`src/rtl/axis_frame_buffer.sv`:
```
`default_nettype none
// ============================================================================
// Module   : axis_frame_buffer
// Purpose  : Store-and-forward AXI-Stream frame buffer. Captures one frame
//            (data, strobe, last) into a register array, then replays it.
//            Frames longer than DEPTH words are truncated and flagged.
// Revision : 1.0 - initial release
// ============================================================================
module axis_frame_buffer #(
  parameter int DATA_WIDTH = 32,
  parameter int DEPTH      = 16,
  parameter int CNT_W      = $clog2(DEPTH) + 1
) (
  input  logic                    s01_axis_aclk,
  input  logic                    s01_axis_aresetn,
  input  logic [DATA_WIDTH-1:0]   s01_axis_tdata,
  input  logic [DATA_WIDTH/8-1:0] s01_axis_tstrb,
  input  logic                    s01_axis_tvalid,
  input  logic                    s01_axis_tlast,
  output logic                    s01_axis_tready,
  input  logic                    m01_axis_tready,
  output logic [DATA_WIDTH-1:0]   m01_axis_tdata,
  output logic [DATA_WIDTH/8-1:0] m01_axis_tstrb,
  output logic                    m01_axis_tvalid,
  output logic                    m01_axis_tlast,
  output logic [CNT_W-1:0]        frame_len,
  output logic                    overflow
);

  localparam int STRB_W = DATA_WIDTH / 8;
  localparam int ADDR_W = $clog2(DEPTH);
  localparam logic [CNT_W-1:0] CNT_ONE       = CNT_W'(1);
  localparam logic [CNT_W-1:0] CNT_LAST_SLOT = CNT_W'(DEPTH - 1);
  localparam logic [CNT_W-1:0] CNT_FULL      = CNT_W'(DEPTH);

  typedef enum logic [1:0] {
    IDLE    = 2'd0,
    FILL    = 2'd1,
    DISCARD = 2'd2,
    DRAIN   = 2'd3
  } state_t;

  state_t                state_q, state_d;
  logic                  s_ready_q, s_ready_d;
  logic [CNT_W-1:0]      wcnt_q, wcnt_d;
  logic [CNT_W-1:0]      rcnt_q, rcnt_d;
  logic [CNT_W-1:0]      frame_len_q, frame_len_d;
  logic                  overflow_q, overflow_d;
  logic                  m_valid_q, m_valid_d;
  logic                  m_last_q, m_last_d;
  logic [DATA_WIDTH-1:0] m_data_q, m_data_d;
  logic [STRB_W-1:0]     m_strb_q, m_strb_d;

  logic [DATA_WIDTH-1:0] mem_data_q [DEPTH];
  logic [STRB_W-1:0]     mem_strb_q [DEPTH];
  logic [DEPTH-1:0]      mem_last_q;

  logic                  wr_en;
  logic                  wr_last;
  logic [ADDR_W-1:0]     wr_addr;
  logic                  s_fire;
  logic                  m_fire;
  logic [CNT_W-1:0]      rcnt_inc;
  logic [ADDR_W-1:0]     rd_addr;
  // First word of the frame to present at the commit edge. A single-word
  // frame commits from IDLE while entry[0] is still being written, so it is
  // taken straight from the input.
  logic [DATA_WIDTH-1:0] first_data;
  logic [STRB_W-1:0]     first_strb;
  logic                  first_last;

  // Next-state, counter, array-write and output-register logic
  always_comb begin
    state_d     = state_q;
    s_ready_d   = s_ready_q;
    wcnt_d      = wcnt_q;
    rcnt_d      = rcnt_q;
    frame_len_d = frame_len_q;
    overflow_d  = 1'b0;
    m_valid_d   = m_valid_q;
    m_last_d    = m_last_q;
    m_data_d    = m_data_q;
    m_strb_d    = m_strb_q;
    wr_en       = 1'b0;
    wr_last     = s01_axis_tlast;
    wr_addr     = wcnt_q[ADDR_W-1:0];
    s_fire      = s_ready_q & s01_axis_tvalid;
    m_fire      = m_valid_q & m01_axis_tready;
    rcnt_inc    = rcnt_q + CNT_ONE;
    rd_addr     = rcnt_inc[ADDR_W-1:0];

    if (state_q == IDLE) begin
      first_data = s01_axis_tdata;
      first_strb = s01_axis_tstrb;
      first_last = s01_axis_tlast;
    end else begin
      first_data = mem_data_q[0];
      first_strb = mem_strb_q[0];
      first_last = mem_last_q[0];
    end

    case (state_q)
      IDLE, FILL: begin
        s_ready_d = 1'b1;
        if (s_fire) begin
          wr_en = 1'b1;
          if (s01_axis_tlast) begin
            frame_len_d = wcnt_q + CNT_ONE;
            wcnt_d      = '0;
            rcnt_d      = '0;
            s_ready_d   = 1'b0;
            state_d     = DRAIN;
            m_valid_d   = 1'b1;
            m_data_d    = first_data;
            m_strb_d    = first_strb;
            m_last_d    = first_last;
          end else if (wcnt_q == CNT_LAST_SLOT) begin
            // Array full: close the stored frame and swallow the remainder
            wr_last     = 1'b1;
            overflow_d  = 1'b1;
            frame_len_d = CNT_FULL;
            wcnt_d      = '0;
            state_d     = DISCARD;
          end else begin
            wcnt_d  = wcnt_q + CNT_ONE;
            state_d = FILL;
          end
        end
      end
      DISCARD: begin
        s_ready_d = 1'b1;
        if (s_fire && s01_axis_tlast) begin
          rcnt_d    = '0;
          s_ready_d = 1'b0;
          state_d   = DRAIN;
          m_valid_d = 1'b1;
          m_data_d  = first_data;
          m_strb_d  = first_strb;
          m_last_d  = first_last;
        end
      end
      DRAIN: begin
        s_ready_d = 1'b0;
        if (m_fire) begin
          if (rcnt_q == frame_len_q - CNT_ONE) begin
            m_valid_d = 1'b0;
            m_last_d  = 1'b0;
            rcnt_d    = '0;
            state_d   = IDLE;
          end else begin
            rcnt_d   = rcnt_inc;
            m_data_d = mem_data_q[rd_addr];
            m_strb_d = mem_strb_q[rd_addr];
            m_last_d = mem_last_q[rd_addr];
          end
        end
      end
      default: begin
        state_d = IDLE;
      end
    endcase
  end

  // Control and output registers with asynchronous reset
  always_ff @(posedge s01_axis_aclk or negedge s01_axis_aresetn) begin
    if (!s01_axis_aresetn) begin
      state_q     <= IDLE;
      s_ready_q   <= 1'b0;
      wcnt_q      <= '0;
      rcnt_q      <= '0;
      frame_len_q <= '0;
      overflow_q  <= 1'b0;
      m_valid_q   <= 1'b0;
      m_last_q    <= 1'b0;
      m_data_q    <= '0;
      m_strb_q    <= '0;
    end else begin
      state_q     <= state_d;
      s_ready_q   <= s_ready_d;
      wcnt_q      <= wcnt_d;
      rcnt_q      <= rcnt_d;
      frame_len_q <= frame_len_d;
      overflow_q  <= overflow_d;
      m_valid_q   <= m_valid_d;
      m_last_q    <= m_last_d;
      m_data_q    <= m_data_d;
      m_strb_q    <= m_strb_d;
    end
  end

  // Frame storage array; contents need no reset
  always_ff @(posedge s01_axis_aclk) begin
    if (wr_en) begin
      mem_data_q[wr_addr] <= s01_axis_tdata;
      mem_strb_q[wr_addr] <= s01_axis_tstrb;
      mem_last_q[wr_addr] <= wr_last;
    end
  end

  assign s01_axis_tready = s_ready_q;
  assign m01_axis_tdata  = m_data_q;
  assign m01_axis_tstrb  = m_strb_q;
  assign m01_axis_tvalid = m_valid_q;
  assign m01_axis_tlast  = m_last_q;
  assign frame_len       = frame_len_q;
  assign overflow        = overflow_q;

endmodule
`default_nettype wire

```
`config.mk`:
```
export PLATFORM = sky130hd
export DESIGN_NAME = axis_frame_buffer
export DESIGN_NICKNAME = d
export VERILOG_FILES = /design/src/rtl/axis_frame_buffer.sv
export SDC_FILE = /design/constraint.sdc
export NUM_CORES = 1
export LEC_CHECK = 0
export CORE_ASPECT_RATIO = 1.1
export CORE_UTILIZATION = 30
export CTS_BUF_LIST = sky130_fd_sc_hd__clkbuf_8 sky130_fd_sc_hd__clkbuf_16
export DETAILED_ROUTE_END_ITERATION = 7
export HOLD_SLACK_MARGIN = 0.08
export PLACE_DENSITY = 0.54
export SLEW_MARGIN = 20
export SYNTH_ARGS = -nofsm -noshare
export SYNTH_HDL_FRONTEND = slang
export SYNTH_SLANG_ARGS = --single-unit
```
`constraint.sdc`:
```
create_clock -name s01_axis_aclk -period 2.7 [get_ports s01_axis_aclk]
set_input_delay 0.27 -clock s01_axis_aclk [delete_from_list [all_inputs] [get_ports s01_axis_aclk]]
set_output_delay 0.27 -clock s01_axis_aclk [all_outputs]
set_load 0.02 [all_outputs]
```
==> impl_metrics.yaml, run 1 <==
worst_setup_path:
  cp_cell_sequence: "inv_1 > ha_1 > and2b_2 > o21a_1 > o311a_2 > o21ai_4 > buf_12 > mux2_2"
  cp_slowest_cell: "o311a_2"
  crit_required_ns: 3.17
  crit_path_end_kind: "flop"
  crit_buf_inv: 2
  worst_ep_arrival_time_ns: 2.96
  start_kind: "flop"
  cp_max_fo: 20
  path_class: "flop to flop"
  max_stage_delay_ns: 0.43
  crit_family: "compound AO/OA/AOI/OAI gates"
cells_and_area:
  final_area_mm2: 0.0316
  drive_gt1_share_pct: 32.6
  syn2layout_area_growth_pct: 21.0
  antennaDiodeCount: 0
  nNetsFinal: 1543
detailed_routing:
  vias: 13400
  drtPass1Iterations: 7
  vias_per_cell: 4.96
  drt_iter0_drc: 965
  wl_um: 65500
  drt-wirelength-per-cell_um: 24.3
  detail-route-antenna-nets: 0
  drc_errors: 0
synthesis:
  synth-warning-count: 0
  synth_fa_ha_area_share_pct: 0.384
  synth_flop_cell: "edfxtp_1"
  synth_compound_area_share_pct: 3.80
  synth-edff-count: 592
  synth_top_family_by_area: "multiplexers"
  syn_inst: 1299
  yosysTopAreaCell: "edfxtp_1"
  yosys-top-cells-count: "edfxtp_1 (592), mux4_2 (149), nand2_1 (90)"
  synth_cell_types: 52
  async_flop_share_pct: 8.78
  yosys.area.top_type_share_pct: 68.2
  synth_seq_cells: 649
  synth.area.mux_share_pct: 17.4
  syn-cell-area_mm2: 0.0261
  synth_nets: 1348
  synthTopCellsByArea: "edfxtp_1 (68%), mux4_2 (13%), dfrtp_1 (5.5%)"
  yosys.area_share.xor_xnor_pct: 0.365
  seq_area_frac_synth_pct: 73.6
  synth-simple-area-share_pct: 2.64
  synth_most_common_cell: "edfxtp_1"
  syn_area_per_cell_um2: 20.1
floorplanning:
  start_util_pct: 30.2
  ios: 86
  chipWidth_um: 283
  dieHeight_um: 311
  die-area_mm2: 0.0881
  std_cell_rows: 113
  design.core.area_mm2: 0.0862
run:
  cap_violations: 0
global_routing:
  grt_max_degree: 58
  overflow: 0
  antenna_found_initial: 0
  grt_use_total_pct: 14.9
  grt_pass1_wl_um: 97400
  first_global_vias: 14300
sta:
  tightest_slew_ns: 1.00
  slew_viol_final: 0
  setup_tns_ns: 0
  fin_crit_ns: 2.49
  max_freq_mhz: 402
  setup_viol: 0
  rsz0062_at_grt: "no"
  slew_headroom_pct: 33.1
  hold_viol: 0
  finClkSkew_ns: 0.0194
  fin_crit_sh_pct: 92.1
clock_network:
  cts_buffers: 67
  root_buffer: "clkbuf_16"
  postCtsSetupBuffers: 0
  clk_latency_ns: 0.60
  clock_sinks: 649
  path_clk_slew_ns: 0.06
  cts_tree: "built"
  cts-resized-gates: 0
  cts_buffer_depth: 3
  holdBufCountCts: 1
  htreeDepth: 3
run_status:
  status: "completed"
power_and_ir_drop:
  power_mw: 32.2
  p_per_area_mw_per_mm2: 1020
  p_leak_nw: 10.5
  vdd_drop_max_mv: 0.542
placed_design:
  io_buffer_count: 85
  detailed_place_hpwl_um: 39200
  place_area_mm2: 0.0294
  place_congestion: 0.763
worst_hold_path:
  hp-class: "input port to flop"
## registers in the layout (all words and copies together), names as in the netlist
register,flops
mem_last_q,16
m01_axis_tdata,32
m01_axis_tvalid,1
rcnt_q,5
m01_axis_tlast,1
state_q,2
overflow,1
mem_data_q,512
mem_strb_q,64
wcnt_q,5
s01_axis_tready,1
frame_len,5
m01_axis_tstrb,4
## power by group
part | internal [mW] | total [mW] | switching (mW)
Combinational | 5.54 | 11.3 | 5.73
Sequential | 11.4 | 11.9 | 0.462
Clock | 5.26 | 9.06 | 3.81
## metrics by stage
step	cells	utilization [%]	hold slack [ns]	setup slack, ns
floorplan	1299	-	-0.0256	0.0615
global placement	2574	34.1	0.494	0.262
detailed placement	2574	34.1	0.496	0.156
CTS	2695	36.6	0.340	0.208
global route	2695	36.6	0.400	0.134
finish	2695	36.6	0.371	0.214
## cells by family (layout without fill, tap and decap cells)
family	after synthesis	in the layout
flops	649	649
buf+inv	88	334
fa+ha+maj	8	8
simple gates	149	149
mux	255	255
compound gates	140	140
xor+xnor	10	10
## cells in the final DEF (no fill, tap or decap), drive strengths merged, types with 4 or more instances in the layout
cell	count
mux2i	35
mux4	149
a21oi	4
mux2	71
clkinv	21
inv	26
nand2	90
xnor2	6
xor2	4
clkdlybuf4s50	84
o22ai	37
and3	7
buf	121
edfxtp	592
ha	8
and2	13
clkbuf	74
a31o	36
nor2	11
a31oi	40
dfrtp	57
o21ai	11
bufinv	5
nand3	10
## final timing paths
kind	from	end	slack [ns]	depth (start not counted)
setup / recovery	frame_len[1]$_DFFE_PN0P_	m01_axis_tdata[0]$_DFFE_PN0P_	0.21	8
setup reg to reg	frame_len[1]$_DFFE_PN0P_	m01_axis_tdata[0]$_DFFE_PN0P_	0.21	8
hold / removal	s01_axis_tvalid	state_q[1]$_DFFE_PN0P_	0.37	3
min in group asynchronous	s01_axis_aresetn	m01_axis_tdata[19]$_DFFE_PN0P_	0.39	2
hold reg to reg	m01_axis_tstrb[2]$_DFFE_PN0P_	m01_axis_tstrb[2]$_DFFE_PN0P_	0.51	1
max in group asynchronous	s01_axis_aresetn	rcnt_q[0]$_DFFE_PN0P_	1.57	2
## tightest hold or removal path: stages
cell	delay, ns
clkdlybuf4s50_1	0.46
a31oi_1	0.15
nor2_1	0.05
## area by class of cell
class,instances,area (um^2)
clock buffer,74,1800
sequential,649,19200
clock inverter,46,348
tap,1150,1440
fill,7925,54700
timing repair buffer,206,2230
multi-input combinational,562,6500
inverter,8,30.0
## per-layer routing
| layer | share of wire (%) | up-vias | global-route usage [%] |
|---|---|---|---|
| li1 | - | 5749 | - |
| met1 | 44 | 7254 | 19.8 |
| met2 | 51 | 290 | 25.3 |
| met3 | 4.0 | 72 | 2.24 |
| met4 | 1.7 | 0 | 4.05 |
| met5 | 0 | - | 0 |
Power figures use the tool's default switching activity.
==> run 2, diff against run 1 <==
CORE_ASPECT_RATIO = 2   (was 1.1)
==> run 2 against run 1 <==
Compared with the run above:
- via count is essentially flat
- power down 3.0%
- worst setup slack got worse by 0.032 ns
- critical path depth stayed put
- non-clock buffer count up 1
- combinational power is essentially flat
- clock-buffer cell count down 17
- clock skew grew 0.0024 ns
- flip-flop and latch count stayed put
- global-route usage rose by 0.74 points
- critical path type unchanged
==> impl_metrics.yaml, run 2 (synthesis results as in run 1) <==
floorplanning:
  design.core.area_mm2: 0.0860
  std_cell_rows: 152
  start_util_pct: 30.3
  die-area_mm2: 0.0882
  dieHeight_um: 419
  ios: 86
  chipWidth_um: 210
sta:
  max_freq_mhz: 397
  fin_crit_sh_pct: 93.3
  slew_headroom_pct: 59.9
  setup_viol: 0
  slew_viol_final: 0
  finClkSkew_ns: 0.0218
  hold_viol: 0
  rsz0062_at_grt: "no"
  tightest_slew_ns: 0.600
  setup_tns_ns: 0
  fin_crit_ns: 2.52
clock_network:
  cts_buffers: 52
  clock_sinks: 649
  postCtsSetupBuffers: 0
  clk_latency_ns: 0.61
  cts_buffer_depth: 3
  cts_tree: "built"
  path_clk_slew_ns: 0.07
  htreeDepth: 2
  root_buffer: "clkbuf_16"
cells_and_area:
  post-route-util_pct: 36.3
  final_area_mm2: 0.0312
  top_register: "mem_data_q"
  nNetsFinal: 1529
  syn2layout_area_growth_pct: 19.8
  drive_gt1_share_pct: 32.8
  layout_common_cells: "edfxtp_1 (592), mux4_2 (149), nand2_1 (90)"
  largest_register_ffs: 512
  finalNonFillerCells: 2680
  layout_commonest_cell: "edfxtp_1"
placed_design:
  detailed_place_hpwl_um: 42800
  place_area_mm2: 0.0294
  io_buffer_count: 85
  place_congestion: 0.773
  dp_cells: 2580
power_and_ir_drop:
  p_leak_nw: 10.3
  vdd_drop_max_mv: 0.516
  power_mw: 31.3
  p_per_area_mw_per_mm2: 1000
worst_hold_path:
  hp-class: "input port to asynchronous set/reset pin"
run_status:
  status: "completed"
global_routing:
  overflow: 0
  first_global_vias: 14400
  grt_max_degree: 57
  grt_use_total_pct: 15.6
  grt_pass1_wl_um: 99500
  antenna_found_initial: 3
worst_setup_path:
  crit_path_end_kind: "flop"
  cp_max_fo: 56
  reg2reg_depth: 8
  timing.rr.end: "m01_axis_tdata[11]$_DFFE_PN0P_"
  r2r_setup_slack_ns: 0.18
  path_class: "flop to flop"
  max_stage_delay_ns: 0.52
  crit_buf_inv: 2
  worst_ep_arrival_time_ns: 3.00
  crit_required_ns: 3.18
  worstReg2RegStart: "rcnt_q[0]$_DFFE_PN0P_"
  cp_cell_sequence: "ha_4 > buf_12 > buf_4 > mux4_2 > mux2i_1 > a31o_2 > a31oi_1 > mux2_4"
  crit_family: "multiplexers"
  start_kind: "flop"
  cp_slowest_cell: "dfrtp_4"
detailed_routing:
  drc_errors: 0
  vias: 13400
  drt_iter0_drc: 987
  vias_per_cell: 4.99
  wl_um: 68300
  drtPass1Iterations: 5
  detail-route-antenna-nets: 0
  drt-wirelength-per-cell_um: 25.5
run:
  cap_violations: 0
==> run 2: worst max path at each step <==
stage / startpoint / end / slack [ns] / depth (start not counted)
6_report: rcnt_q[0]$_DFFE_PN0P_ / m01_axis_tdata[11]$_DFFE_PN0P_ / 0.18 / 8
5_1_grt: rcnt_q[0]$_DFFE_PN0P_ / m01_axis_tdata[11]$_DFFE_PN0P_ / 0.08 / 8
4_1_cts: rcnt_q[0]$_DFFE_PN0P_ / m01_axis_tdata[31]$_DFFE_PN0P_ / 0.17 / 7
3_5_place_dp: s01_axis_tvalid / mem_data_q[4][2]$_DFFE_PP_ / 0.17 / 6
3_3_place_gp: rcnt_q[0]$_DFFE_PN0P_ / m01_axis_tdata[31]$_DFFE_PN0P_ / 0.18 / 7
2_1_floorplan: s01_axis_tready$_DFF_PN0_ / mem_data_q[4][0]$_DFFE_PP_ / 0.06 / 5
==> run 2: per-layer routing <==
metal  global-route usage (%)  part of all wire (%)  up-vias
met4                     5.97                   3.2        4
met2                     29.6                    55      349
li1                         -                     -     5721
met5                        0                 0.045        -
met1                     17.8                    38     7178
met3                     1.77                   3.8      119
==> run 2: cell type report <==
class,count,area (um^2)
diodes,1,2.50
clock buffers,57,1390
clock inverters,41,442
fillers,8031,54700
inverters,8,30.0
multi-input cells,562,6500
flip-flops and latches,649,19200
well taps,1155,1450
repair buffers,207,2220
==> run 2: timing repair <==
action                    4_1_cts  5_1_grt
hold endpoints to repair       38        0
hold buffers                    1        0
resized for setup               0        0
==> run 2: report_power, final <==
part           switching (mW)  leakage (nW)  total [mW]  internal (mW)
combinational            5.70          3.35        11.1           5.38
clock                    3.60         0.921        8.20           4.59
sequential              0.550          5.99        12.0           11.4
total                    9.86          10.3        31.3           21.4
==> run 2: metrics by stage <==
stage / worst slack [ns] / hold WS [ns]
global placement: 0.176 / 0.257
detailed placement: 0.167 / 0.256
floorplan: 0.0615 / -0.0256
global route: 0.0786 / 0.200
CTS: 0.174 / 0.165
finish: 0.182 / 0.170
==> run 3, diff against run 2 <==
CORE_UTILIZATION = 60   (was 30)
PLACE_DENSITY = 0.86   (was 0.54)
clock period = 3.16 ns   (was 2.7 ns; I/O delays follow)
==> run 3 against run 2 <==
Compared with the run above:
- clock power fell by 20%
- register-to-register slack improved by 0.19 ns
- design area fell by 4.4%
- largest power group unchanged
- routed wire length fell by 9.8%
==> impl_metrics.yaml, run 3 (synthesis results as in run 1) <==
clock_network:
  cts_tree: "built"
  root_buffer: "clkbuf_16"
  clock_sinks: 649
  clk_latency_ns: 0.59
  path_clk_slew_ns: 0.07
  cts_buffers: 51
  cts_buffer_depth: 3
  htreeDepth: 2
placed_design:
  io_buffer_count: 85
  dp_cells: 1927
  pre_cts_slack_ns: 0.137
  detailed_place_hpwl_um: 34900
  place_congestion: 0.824
sta:
  tightest_slew_ns: 0.846
  finClkSkew_ns: 0.0148
  slew_headroom_pct: 42.7
  slew_viol_final: 0
  max_freq_mhz: 358
  rsz0062_at_grt: "no"
  fin_ws_ns: 0.368
  hold_viol: 0
  fin_crit_sh_pct: 88.3
  fin_crit_ns: 2.79
  setup_viol: 0
  setup_tns_ns: 0
cells_and_area:
  nNetsFinal: 1491
  multi_input_area_mm2: 0.00650
  layout_commonest_cell: "edfxtp_1"
  syn2layout_area_growth_pct: 14.5
  regArea_mm2: 0.0192
  top_register: "mem_data_q"
  fill_cells: 2402
  post-route-util_pct: 69.9
  finalNonFillerCells: 2033
  largest_register_ffs: 512
  drive_gt1_share_pct: 31.2
  layout_common_cells: "edfxtp_1 (592), mux4_2 (149), nand2_1 (90)"
worst_setup_path:
  crit_family: "multiplexers"
  worst_ep_arrival_time_ns: 3.26
  start_kind: "flop"
  crit_buf_inv: 1
  crit_path_end_kind: "flop"
  path_class: "flop to flop"
  crit_required_ns: 3.63
  cp_max_fo: 36
  cp_slowest_cell: "ha_4"
  max_stage_delay_ns: 0.60
  cp_cell_sequence: "ha_4 > buf_12 > mux4_2 > mux2i_1 > a31o_2 > a31oi_1 > mux2_2"
  r2r_setup_slack_ns: 0.37
floorplanning:
  die-area_mm2: 0.0444
  ios: 86
  design.core.area_mm2: 0.0427
  dieHeight_um: 297
  chipWidth_um: 149
  start_util_pct: 61.1
  std_cell_rows: 107
global_routing:
  first_global_vias: 14900
  grt_use_total_pct: 28.8
  grt_max_degree: 67
  grt_pass1_wl_um: 92100
  overflow: 0
  antenna_found_initial: 3
detailed_routing:
  detail-route-antenna-nets: 0
  drt-wirelength-per-cell_um: 30.3
  vias_per_cell: 6.89
  drtPass1Iterations: 5
  wl_um: 61600
  vias: 14000
  drc_errors: 0
  drt_iter0_drc: 1771
power_and_ir_drop:
  p_leak_nw: 9.95
  vdd_drop_max_mv: 0.629
  p_per_area_mw_per_mm2: 869
run_status:
  status: "completed"
worst_hold_path:
  hp-class: "input port to asynchronous set/reset pin"
run:
  cap_violations: 0
[run 3: cell count changes in the layout (fill, tap and decap cells not counted), sizes merged, moves of 2 or more]
cell,change
clkinv,-3
buf,-37
diode,+2
bufinv,-4
clkinvlp,+5
[run 3: metal layers]
layer  vias to the layer above  track usage [%]  share of wire (%)
met3                       212             3.90                8.6
met2                      1046             48.9                 53
met4                         0             14.6                4.7
met5                         -                0                  0
met1                      7121             36.1                 34
li1                       5624                -                  -
[run 3: path summary, 6_finish.rpt]
check	start	end	cells after the start
max reg2reg	rcnt_q[0]$_DFFE_PN0P_	m01_axis_tdata[29]$_DFFE_PN0P_	7
min	s01_axis_aresetn	m01_axis_tdata[7]$_DFFE_PN0P_	2
max	rcnt_q[0]$_DFFE_PN0P_	m01_axis_tdata[29]$_DFFE_PN0P_	7
min in group s01_axis_aclk	s01_axis_tvalid	state_q[1]$_DFFE_PN0P_	3
min reg2reg	m01_axis_tdata[4]$_DFFE_PN0P_	m01_axis_tdata[4]$_DFFE_PN0P_	1
max in group asynchronous	s01_axis_aresetn	rcnt_q[0]$_DFFE_PN0P_	3
[run 3: area by class of cell]
class | instances | area share (%)
tap | 545 | 2.28
clock inverter | 40 | 1.23
multi-input combinational | 562 | 21.8
sequential | 649 | 64.3
inverter | 8 | 0.101
timing repair buffer | 170 | 5.73
clock buffer | 56 | 4.54
antenna | 3 | 0.0251
[run 3: through the flow]
step                hold slack [ns]  total power, mW  instance area (um^2)
floorplan                    0.0204             16.4                 26100
global placement              0.213             19.1                 28100
detailed placement            0.216             19.4                 28100
CTS                           0.158             25.9                 29800
global route                  0.187             26.8                 29900
finish                        0.158             26.0                 29900
[run 3: what timing repair did]
item | in CTS | in global routing
gates resized for setup | 0 | 0
hold buffers | 1 | 0
endpoints found under the setup margin | 0 | 8
endpoints found under the hold margin | 57 | 0
buffers inserted | 0 | 6
[run 3: power breakdown]
part           leakage (nW)  internal (mW)  total, mW  switching, mW
Sequential             5.99           9.77       10.2          0.422
Clock                 0.846           3.54       6.56           3.02
Combinational          3.11           4.42       9.22           4.80
Total                  9.95           17.7       26.0           8.24
